## src/rtl/load_store_unit.sv

```systemverilog
// Load/store unit: checks each request for legality and alignment, then runs
// one word-addressed data-memory transaction and returns the extended load data.
module load_store_unit #(
  parameter int ADDR_W         = 32,
  parameter int TIMEOUT_CYCLES = 255
) (
  input  logic              clk,
  input  logic              rst,
  input  logic              req_valid,
  output logic              req_ready,
  input  logic              mem_read,
  input  logic              mem_write,
  input  logic [1:0]        mem_size,
  input  logic              mem_unsigned,
  input  logic [ADDR_W-1:0] addr,
  input  logic [31:0]       store_data,
  input  logic [4:0]        rd_addr,
  output logic              dmem_req,
  output logic              dmem_we,
  output logic [ADDR_W-1:0] dmem_addr,
  output logic [31:0]       dmem_wdata,
  output logic [3:0]        dmem_be,
  input  logic              dmem_ack,
  input  logic [31:0]       dmem_rdata,
  output logic              wb_valid,
  output logic [4:0]        wb_rd,
  output logic [31:0]       wb_data,
  output logic              done,
  output logic              fault,
  output logic [1:0]        fault_cause
);

  localparam logic [1:0] S_IDLE   = 2'd0;
  localparam logic [1:0] S_ACCESS = 2'd1;
  localparam logic [1:0] S_RESP   = 2'd2;
  localparam logic [1:0] S_FAULT  = 2'd3;

  localparam logic [1:0] SZ_BYTE = 2'd0;
  localparam logic [1:0] SZ_HALF = 2'd1;
  localparam logic [1:0] SZ_WORD = 2'd2;

  localparam logic [1:0] CAUSE_NONE     = 2'd0;
  localparam logic [1:0] CAUSE_MISALIGN = 2'd1;
  localparam logic [1:0] CAUSE_TIMEOUT  = 2'd2;
  localparam logic [1:0] CAUSE_ILLEGAL  = 2'd3;

  localparam logic [7:0] TIMEOUT_LAST = 8'(TIMEOUT_CYCLES - 1);

  logic [1:0]  state;
  logic [7:0]  tmo_cnt;
  logic [1:0]  lane_off;
  logic [1:0]  size_q;
  logic        unsigned_q;
  logic        is_load_q;
  logic [4:0]  rd_q;

  logic        illegal;
  logic        misaligned;
  logic [3:0]  be_next;
  logic [31:0] wdata_next;
  logic [7:0]  byte_lane;
  logic [15:0] half_lane;
  logic [31:0] load_ext;

  // NOTE: every always_comb output gets a default first so no path infers a latch.
  always_comb begin
    illegal    = (mem_read == mem_write) || (mem_size == 2'd3);
    misaligned = ((mem_size == SZ_HALF) && addr[0]) ||
                 ((mem_size == SZ_WORD) && (addr[1:0] != 2'b00));
    wdata_next = store_data;
    be_next    = 4'b1111;
    case (mem_size)
      SZ_BYTE: begin
        wdata_next = {4{store_data[7:0]}};
        be_next    = 4'b0001 << addr[1:0];
      end
      SZ_HALF: begin
        wdata_next = {2{store_data[15:0]}};
        be_next    = 4'b0011 << addr[1:0];
      end
      default: ;
    endcase
    if (mem_read) be_next = 4'b1111;
  end

  always_comb begin
    byte_lane = dmem_rdata[{lane_off, 3'b000} +: 8];
    half_lane = lane_off[1] ? dmem_rdata[31:16] : dmem_rdata[15:0];
    case (size_q)
      SZ_BYTE: load_ext = {{24{~unsigned_q & byte_lane[7]}}, byte_lane};
      SZ_HALF: load_ext = {{16{~unsigned_q & half_lane[15]}}, half_lane};
      default: load_ext = dmem_rdata;
    endcase
  end

  // req_ready is registered, so it rises on the first edge after reset release.
  // NOTE: sequential state uses non-blocking assignments only, so every flop
  // samples pre-edge values regardless of statement order.
  always_ff @(posedge clk or posedge rst) begin
    if (rst) begin
      state       <= S_IDLE;
      tmo_cnt     <= '0;
      lane_off    <= '0;
      size_q      <= '0;
      unsigned_q  <= 1'b0;
      is_load_q   <= 1'b0;
      rd_q        <= '0;
      req_ready   <= 1'b0;
      dmem_req    <= 1'b0;
      dmem_we     <= 1'b0;
      dmem_addr   <= '0;
      dmem_wdata  <= '0;
      dmem_be     <= '0;
      wb_valid    <= 1'b0;
      wb_rd       <= '0;
      wb_data     <= '0;
      done        <= 1'b0;
      fault       <= 1'b0;
      fault_cause <= CAUSE_NONE;
    end else begin
      done     <= 1'b0;
      fault    <= 1'b0;
      wb_valid <= 1'b0;
      case (state)
        S_IDLE: begin
          if (req_valid && req_ready) begin
            req_ready  <= 1'b0;
            lane_off   <= addr[1:0];
            size_q     <= mem_size;
            unsigned_q <= mem_unsigned;
            is_load_q  <= mem_read;
            rd_q       <= rd_addr;
            if (illegal || misaligned) begin
              state       <= S_FAULT;
              done        <= 1'b1;
              fault       <= 1'b1;
              fault_cause <= illegal ? CAUSE_ILLEGAL : CAUSE_MISALIGN;
            end else begin
              state      <= S_ACCESS;
              tmo_cnt    <= '0;
              dmem_req   <= 1'b1;
              dmem_we    <= mem_write;
              dmem_addr  <= {addr[ADDR_W-1:2], 2'b00};
              dmem_wdata <= wdata_next;
              dmem_be    <= be_next;
            end
          end else begin
            req_ready <= 1'b1;
          end
        end
        S_ACCESS: begin
          // Ack takes priority over a timeout expiring in the same cycle.
          if (dmem_ack) begin
            state       <= S_RESP;
            dmem_req    <= 1'b0;
            done        <= 1'b1;
            fault_cause <= CAUSE_NONE;
            if (is_load_q) begin
              wb_valid <= 1'b1;
              wb_rd    <= rd_q;
              wb_data  <= load_ext;
            end
          end else if (tmo_cnt == TIMEOUT_LAST) begin
            state       <= S_FAULT;
            dmem_req    <= 1'b0;
            done        <= 1'b1;
            fault       <= 1'b1;
            fault_cause <= CAUSE_TIMEOUT;
          end else begin
            tmo_cnt <= tmo_cnt + 8'd1;
          end
        end
        default: begin
          state     <= S_IDLE;
          req_ready <= 1'b1;
        end
      endcase
    end
  end

endmodule

```

## config.mk

```make
export PLATFORM = sky130hd
export DESIGN_NAME = load_store_unit
export DESIGN_NICKNAME = d
export VERILOG_FILES = /design/src/rtl/load_store_unit.sv
export SDC_FILE = /design/constraint.sdc
export NUM_CORES = 1
export LEC_CHECK = 0
export CELL_PAD_IN_SITES_DETAIL_PLACEMENT = 2
export CELL_PAD_IN_SITES_GLOBAL_PLACEMENT = 2
export CORE_MARGIN = 2
export CORE_UTILIZATION = 27
export CTS_CLUSTER_DIAMETER = 150
export DETAILED_ROUTE_END_ITERATION = 8
export GPL_TIMING_DRIVEN = 0
export MAX_ROUTING_LAYER = met4
export PLACE_DENSITY_LB_ADDON = 0.1
export SLEW_MARGIN = 20
export SYNTH_ARGS = -nofsm -noshare
export SYNTH_HDL_FRONTEND = slang
export SYNTH_SLANG_ARGS = --single-unit
export TNS_END_PERCENT = 1
```

## constraint.sdc

```tcl
create_clock -name clk -period 6.4 [get_ports clk]
set_input_delay 1.28 -clock clk [delete_from_list [all_inputs] [get_ports clk]]
set_output_delay 1.28 -clock clk [all_outputs]
set_load 0.05 [all_outputs]
```

==> impl_metrics.tcl, run 1 <==
set metrics [dict create \
    status "completed" \
    hold_start "rd_q[2]" \
    critPathKind "primary input to register" \
    avgViaCountPerCell 4.84 \
    post-cts-setup-buffer-count 0 \
    hold_class "register to register" \
    critPathMaxStageDelay_ps 540 \
    antenna_cells 0 \
    grt_pass1_wl_um 34100 \
    ys_ff_latch 132 \
    dieArea_um2 23500 \
    synth_edf_count 0 \
    start_kind "primary input" \
    syn-cell-area_um2 6030 \
    yosysMostFrequentCell "dfrtp_1" \
    synth.area.top_cells "dfrtp_1 55%, mux2_2 9.3%, mux2i_1 5.3%, nand2_1 5.0%, o21ai_0 4.1%" \
    crit_required_ps 6710 \
    final_hold_viol_count 0 \
    regArea_um2 3300 \
    max_freq_ghz 0.316 \
    cp_slowest_cell "clkdlybuf4s50_1" \
    final_util 0.421 \
    grt_max_degree 97 \
    regToRegSetupSlack_ps 4180 \
    synth_common_cells "132 x dfrtp_1, 80 x nand2_1, 50 x mux2_2, 50 x o21ai_0, 41 x nor2_1" \
    min_period_ps 3170 \
    die_w_um 153 \
    ys_seq_area_frac 0.548 \
    ys.flop_type "dfrtp_1" \
    path_clk_slew_ps 60 \
    fillers 2324 \
    fin_nets 910 \
    synth_top_area_share 0.548 \
    crit_family "buffers and inverters" \
    detail_route.wl_per_cell_um 19.5 \
    rsz0062_at_grt "no" \
    tightest_slew_ps 1020 \
    grt_overflow 0 \
    maxCapViolCount 0 \
    cts_tree "done" \
    fin_ws_ps 3230 \
    worst_skew_pair.late_latency_ps 420 \
    netlist_instances 557 \
    grt_pass1_vias 6012 \
    portBuffers 220 \
    area_delta_synth_final_pct 52.9 \
    cts_resized 0 \
    clockBufferDepth 2 \
    drive_gt1_frac 0.147 \
    power_density_nw_per_um2 586 \
    finalCritPeriodShare 0.495 \
    syn_area_per_cell_um2 10.8 \
    numCtsBuffers 17 \
    place_ws_ps 2800 \
    pin_count 223 \
    rows 54 \
    dr.first_iter.drc_count 109 \
    core_area_um2 21900 \
    drt_first_pass_iters 4 \
    ant_nets 0 \
    synth_top_area_cell "dfrtp_1" \
    rr_startpoint "state[0]" \
    worstPathMaxFanout 10 \
    grt_use_total 0.192 \
    async_flop_share 1.00 \
    wl_um 21200 \
    crit_chain "clkdlybuf4s50_1 > o21ai_0 > nand4_2 > buf_2 > buf_6 > mux2_4" \
    htreeDepth 4 \
    dp_hpwl_um 15700 \
    setup_viol 0 \
    worstPathArrival_ps 3480 \
    clock-sinks 132 \
    maxSlewHeadroom 0.315 \
    end_kind "register" \
    timing.critical_path.from "addr[0]" \
    drcViolationCount 0 \
    cp_num_buf_inv 3 \
    cts-root-buf "clkbuf_16" \
    vias 5278 \
    chipHeight_um 153 \
    ctsHoldBuffers 0 \
    initial_core_util 0.275 \
    ys_warn_count 0 \
    synth_cell_types 50 \
    fin_skew_ps 8.65 \
    ir_worst_vdd_uv 259 \
    multi_input_area_um2 2520 \
    leakagePower_nw 3.91 \
    gp_congestion 0.758 \
    maxSlewViolCount 0 \
    grt_antenna_before_repair 0 \
]
-- state kept, by name, indices dropped and copies added (netlist names), 2 cells and up --
register,count
dmem_be,4
fault_cause,2
dmem_addr,30
rd_q,5
tmo_cnt,8
wb_rd,5
dmem_wdata,32
wb_data,32
lane_off,2
size_q,2
state,2
-- worst paths after layout --
kind,depth (start not counted),end
max reg2reg,6,wb_data[23]
max in group asynchronous,3,dmem_wdata[29]
min reg2reg,2,wb_rd[2]
min in group asynchronous,2,dmem_addr[22]
min,2,wb_rd[2]
max,6,dmem_we
-- logic make-up (layout without fill, tap and decap cells) --
family	count (synthesis)	in the layout	share of synthesized area
AO/OA/AOI/OAI	105	105	0.102
flip-flops	132	132	0.548
buffers and inverters	42	295	0.0346
adder cells (fa/ha/maj)	2	2	0.00415
multiplexers	88	88	0.163
XOR/XNOR	3	3	0.00436
other	1	2	0.000622
AND/OR/NAND/NOR	184	184	0.144
-- worst register-to-register path: stages (launching register included) --
cell and delay [ps]:
dfrtp_1 400, nor2b_1 460, nand3_1 290, inv_1 140
o31a_1 400, buf_2 300, a21oi_1 100
-- report_power, final --
group / switching, mW / internal [mW] / leakage [nW]
clock: 0.401 / 0.619 / 0.294
combinational: 1.88 / 1.03 / 2.01
sequential: 0.247 / 1.23 / 1.61
-- stage by stage --
step	instances	power, mW	TNS, ps	hold WS (ps)	area, um2
final	1091	5.41	0	475	9220
after global routing	1091	5.72	0	506	9220
after CTS	1091	5.49	0	479	9220
after detailed placement	1059	4.43	0	464	8620
after global placement	1058	4.34	-73480	444	8590
after floorplan	558	3.35	0	435	6030
-- layout by cell type, fill, tap and decap left out, drive strengths merged, types with 10 or more instances in the layout --
cell type,n
nand2,80
nor3b,12
mux2,55
mux2i,32
a21oi,32
o21ai,50
buf,22
nor2,41
clkdlybuf4s50,220
nor3,10
inv,13
dfrtp,132
clkbuf,33
-- layout make-up --
cell class | count | area share
Inverter | 7 | 0.00366
Buffer | 35 | 0.0198
Timing Repair Buffer | 221 | 0.242
Sequential cell | 132 | 0.358
Multi-Input combinational cell | 384 | 0.273
Clock inverter | 13 | 0.0183
Clock buffer | 19 | 0.0469
Tap cell | 280 | 0.0380
-- layer usage --
layer / vias to the layer above / global-route usage / part of all wire
li1: 2423 / - / -
met3: 15 / 0.0669 / 0.067
met5: - / - / 0
met2: 143 / 0.313 / 0.50
met1: 2697 / 0.229 / 0.42
met4: 0 / 0.0485 / 0.011
Power figures use the tool's default switching activity.
==> run 2, diff against run 1 <==
- clock period: 6.4 -> 3 ns (I/O delays scaled with it)
==> run 2 against run 1 <==
Register-to-register slack got worse by 3400 ps; core utilization up 0.39 points; clock-buffer cell count down 2; first-iteration DRC count increased by 55%; clock power is 110% higher; clock skew is 1.5 ps higher; final cell count up 0.27%; combinational power up 110%.
==> impl_metrics.tcl, run 2 (synthesis gave the netlist of run 1 again) <==
set metrics [dict create \
    r2r_cells 6 \
    place_inst 1063 \
    core_area_um2 21900 \
    clockBufferDepth 2 \
    ir_worst_vdd_uv 502 \
    cts-root-buf "clkbuf_16" \
    fillers 2352 \
    hold_class "register to register" \
    final_common_cell "clkdlybuf4s50_1" \
    initial_core_util 0.275 \
    rsz0062_at_grt "no" \
    drt_first_pass_iters 4 \
    multi_input_area_um2 2520 \
    regArea_um2 3300 \
    final_hold_viol_count 0 \
    portBuffers 220 \
    fin_ws_ps 487 \
    tightest_slew_ps 1040 \
    dieArea_um2 23500 \
    status "completed" \
    finalCritPeriodShare 0.838 \
    ctsHoldBuffers 0 \
    antenna_cells 0 \
    worstPathArrival_ps 2820 \
    grt_pass1_vias 6158 \
    ant_nets 0 \
    maxCapViolCount 0 \
    setup_viol 0 \
    cts_tree "done" \
    avgViaCountPerCell 4.80 \
    fin_skew_ps 10.1 \
    dp_hpwl_um 16400 \
    hold_depth 2 \
    clock-sinks 132 \
    final_cells 1094 \
    power_density_nw_per_um2 1240 \
    worstPathMaxFanout 10 \
    maxSlewViolCount 0 \
    maxSlewHeadroom 0.306 \
    place_ws_ps 31.5 \
    grt_busiest_layer "met2" \
    grtUsageMet3 0.0649 \
    htreeDepth 4 \
    grt_pass1_wl_um 34500 \
    cts_resized 0 \
    chipHeight_um 153 \
    start_kind "primary input" \
    reg_top3 "dmem_wdata: 32 flops, wb_data: 32 flops, dmem_addr: 30 flops" \
    drcViolationCount 0 \
    min_period_ps 2510 \
    critPathKind "primary input to register" \
    grt_max_degree 31 \
    rows 54 \
    wl_um 21700 \
    layout_common_cells "220 x clkdlybuf4s50_1, 132 x dfrtp_1, 80 x nand2_1, 50 x o21ai_0, 50 x mux2_2" \
    met2_usage 0.331 \
    max_freq_ghz 0.398 \
    grt_overflow 0 \
    fin_nets 914 \
    detail_route.wl_per_cell_um 19.8 \
    drive_gt1_frac 0.152 \
    grt_antenna_before_repair 0 \
    grt.met1_usage 0.218 \
    post-cts-setup-buffer-count 0 \
    crit_required_ps 3300 \
    path_clk_slew_ps 60 \
    dr.first_iter.drc_count 169 \
    end_kind "register" \
    total_power_mw 11.6 \
    leakagePower_nw 3.94 \
    area_delta_synth_final_pct 54.4 \
    pin_count 223 \
    worst_skew_pair.late_latency_ps 420 \
    vias 5256 \
    die_w_um 153 \
    gp_congestion 0.788 \
    numCtsBuffers 17 \
    grt_use_total 0.194 \
]
-- run 2: cell types whose count changed in the layout (fill, tap and decap cells not counted), sizes merged --
cell | before | now
buf | 22 | 26
clkbuf | 33 | 31
clkinv | 3 | 5
clkinvlp | 1 | 3
inv | 13 | 10
-- run 2: final cells by class --
class                      instances  share of cell area
sequential                       132               0.355
multi-input combinational        384               0.271
timing repair buffer             225               0.249
clock buffer                      17              0.0457
tap                              280              0.0376
buffer                            35              0.0196
clock inverter                    14              0.0192
inverter                           7             0.00323
-- run 2: worst max-delay path, cell delays in order --
cell and delay (ps):
clkdlybuf4s50_1 520, o21ai_0 510, nand4_2 380, buf_2 320
buf_6 190, mux2_4 300
-- run 2: where the power goes --
part           leakage (nW)  internal [mW]  switching (mW)
combinational          2.05           2.20            4.03
sequential             1.61           2.63           0.534
clock                 0.292           1.32           0.864
total                  3.94           6.15            5.43
-- run 2: metal layers --
| layer | part of all wire | vias up |
|---|---|---|
| met3 | 0.066 | 20 |
| li1 | - | 2420 |
| met4 | 0.014 | 0 |
| met1 | 0.41 | 2670 |
| met5 | 0 | - |
| met2 | 0.51 | 146 |
-- run 2: per-stage QoR --
stage,util,cell area (um2),setup TNS (ps),hold slack (ps)
after detailed placement,0.398,8710,0,464
final,0.425,9310,0,475
after CTS,0.425,9310,0,479
after floorplan,-,6040,0,435
after global routing,0.425,9310,0,493
after global placement,0.392,8590,-76610,446
-- run 2: worst paths after layout --
check                      slack (ps)     start             end
setup / recovery                  490   addr[0]    dmem_addr[4]
hold / removal                    470   rd_q[4]        wb_rd[4]
setup reg to reg                  770  state[0]     wb_data[16]
hold reg to reg                   470   rd_q[4]        wb_rd[4]
max in group asynchronous        1590       rst         rd_q[0]
min in group asynchronous         520       rst  dmem_wdata[19]
==> run 3, diff against run 2 <==
- CORE_UTILIZATION: 27 -> 24
- clock period: 3 -> 2.3 ns (I/O delays scaled with it)
==> run 3 against run 2 <==
Global-route usage is 1.9 points lower; die area grew 12%; combinational power increased by 30%; non-clock buffer count did not move; routed wire length grew 0.49%; first-iteration DRC count increased by 7.7%; largest cell class unchanged.
==> impl_metrics.tcl, run 3 (synthesis gave the netlist of run 1 again) <==
set metrics [dict create \
    initial_core_util 0.242 \
    worstPathMaxFanout 2 \
    clockBufferDepth 2 \
    grt_pass1_vias 6054 \
    grt_busiest_layer "met2" \
    max_freq_ghz 0.472 \
    status "completed" \
    ctsHoldBuffers 0 \
    fin_ws_ps 183 \
    maxCapViolCount 0 \
    cp_slowest_cell "clkdlybuf4s50_1" \
    final_common_cell "clkdlybuf4s50_1" \
    wl_um 21800 \
    min_period_ps 2120 \
    drt_first_pass_iters 4 \
    maxSlewHeadroom 0.295 \
    critPathKind "register to output pin" \
    area_delta_synth_final_pct 55.8 \
    pin_count 223 \
    portBuffers 220 \
    ir_worst_vdd_uv 630 \
    chipHeight_um 163 \
    grt_pass1_wl_um 34300 \
    gp_congestion 0.760 \
    grtUsageMet3 0.0672 \
    multi_input_area_um2 2540 \
    path_clk_slew_ps 60 \
    core_area_um2 24900 \
    whs_ps 344 \
    vias 5283 \
    cp_num_buf_inv 1 \
    grt_overflow 0 \
    avgViaCountPerCell 4.60 \
    p_int_mw 7.97 \
    seq_power_share 0.274 \
    drive_gt1_frac 0.157 \
    layout_common_cells "220 x clkdlybuf4s50_1, 132 x dfrtp_1, 80 x nand2_1, 50 x mux2_2, 48 x o21ai_0" \
    finalCritPeriodShare 0.920 \
    leakagePower_nw 3.94 \
    cts_tree "done" \
    grt_use_total 0.175 \
    rows 58 \
    switching_power_mw 7.14 \
    power_density_nw_per_um2 1610 \
    fillers 2637 \
    reg_top3 "dmem_wdata: 32 flops, wb_data: 32 flops, dmem_addr: 30 flops" \
    crit_required_ps 1840 \
    pwr-share-comb 0.538 \
    drcViolationCount 0 \
    worst_skew_pair.late_latency_ps 430 \
    fin_skew_ps 8.81 \
    worstPathArrival_ps 1660 \
    numCtsBuffers 17 \
    start_kind "register" \
    place_ws_ps -537 \
    met2_usage 0.285 \
    crit_family "buffers and inverters" \
    grt_antenna_before_repair 2 \
    dp_hpwl_um 16600 \
    rsz0062_at_grt "no" \
    maxSlewViolCount 0 \
    critPathMaxStageDelay_ps 880 \
    detail_route.wl_per_cell_um 19.0 \
    dieArea_um2 26400 \
    cts-root-buf "clkbuf_16" \
    fin_nets 914 \
    clock-sinks 132 \
    p_sw_frac 0.472 \
    pwr-share-clk 0.188 \
    setup_viol 0 \
    crit_chain "clkdlybuf4s50_1" \
    end_kind "output pin" \
    ant_nets 0 \
    dr.first_iter.drc_count 182 \
    htreeDepth 4 \
    hold_class "primary input to async pin" \
    grt.met1_usage 0.206 \
    tightest_slew_ps 1050 \
    grt_max_degree 29 \
    regArea_um2 3300 \
    final_hold_viol_count 0 \
    die_w_um 163 \
]
[run 3: changes by cell type in the layout (fill, tap and decap cells not counted), moves of 2 or more]
cell / before / now
diode_2: 0 / 3
clkinv_2: 2 / 0
o21ai_0: 50 / 48
inv_6: 3 / 5
o21ai_1: 0 / 2
[run 3: path summary, 6_finish.rpt]
path	cells past startpoint	startpoint	to	slack (ps)
worst min-delay path	2	rst	wb_data[14]	340
worst max-delay path	1	dmem_be[3]	dmem_be[3]	180
min in group clk	2	rd_q[2]	wb_rd[2]	480
worst max register to register	6	state[0]	dmem_addr[5]	340
max in group asynchronous	4	rst	fault_cause[0]	1280
worst min register to register	2	rd_q[2]	wb_rd[2]	480
[run 3: routing by layer]
layer,vias to the layer above,wire [um]
li1,2439,-
met5,-,0
met2,162,10600
met1,2664,9120
met4,0,242
met3,18,1780
[run 3: cell type report]
cell class / instances / area share
well taps: 330 / 0.0439
multi-input cells: 384 / 0.271
inverters: 7 / 0.00320
repair buffers: 225 / 0.246
clock inverters: 14 / 0.0178
clock buffers: 18 / 0.0467
flip-flops and latches: 132 / 0.352
diodes: 3 / 0.000799
plain buffers: 35 / 0.0194
[run 3: repair_timing]
item / in CTS / in global routing
cloned: 0 / 0
endpoints found under the hold margin: 0 / 0
setup buffers: 0 / 0
setup endpoints to repair: 43 / 4
resized for setup: 4 / 2
[run 3: power by group through the flow]
stage | Sequential [mW] | Combinational (mW) | Clock [mW]
floorplan | 7.34 | 1.98 | 0
global placement | 4.10 | 8.02 | 0
detailed placement | 4.19 | 8.19 | 0
CTS | 4.17 | 8.22 | 2.93
global route | 4.31 | 8.62 | 3.03
finish | 4.14 | 8.13 | 2.84
[run 3: metrics by stage]
step	instance area, um2	utilization	total power [mW]	setup TNS, ps	cells
finish	9400	0.377	15.1	0	1148
global route	9390	0.377	16.0	0	1147
detailed placement	8760	0.352	12.4	-31590	1113
floorplan	6040	-	9.31	0	558
global placement	8650	0.348	12.1	-182770	1108
CTS	9380	0.377	15.3	0	1145
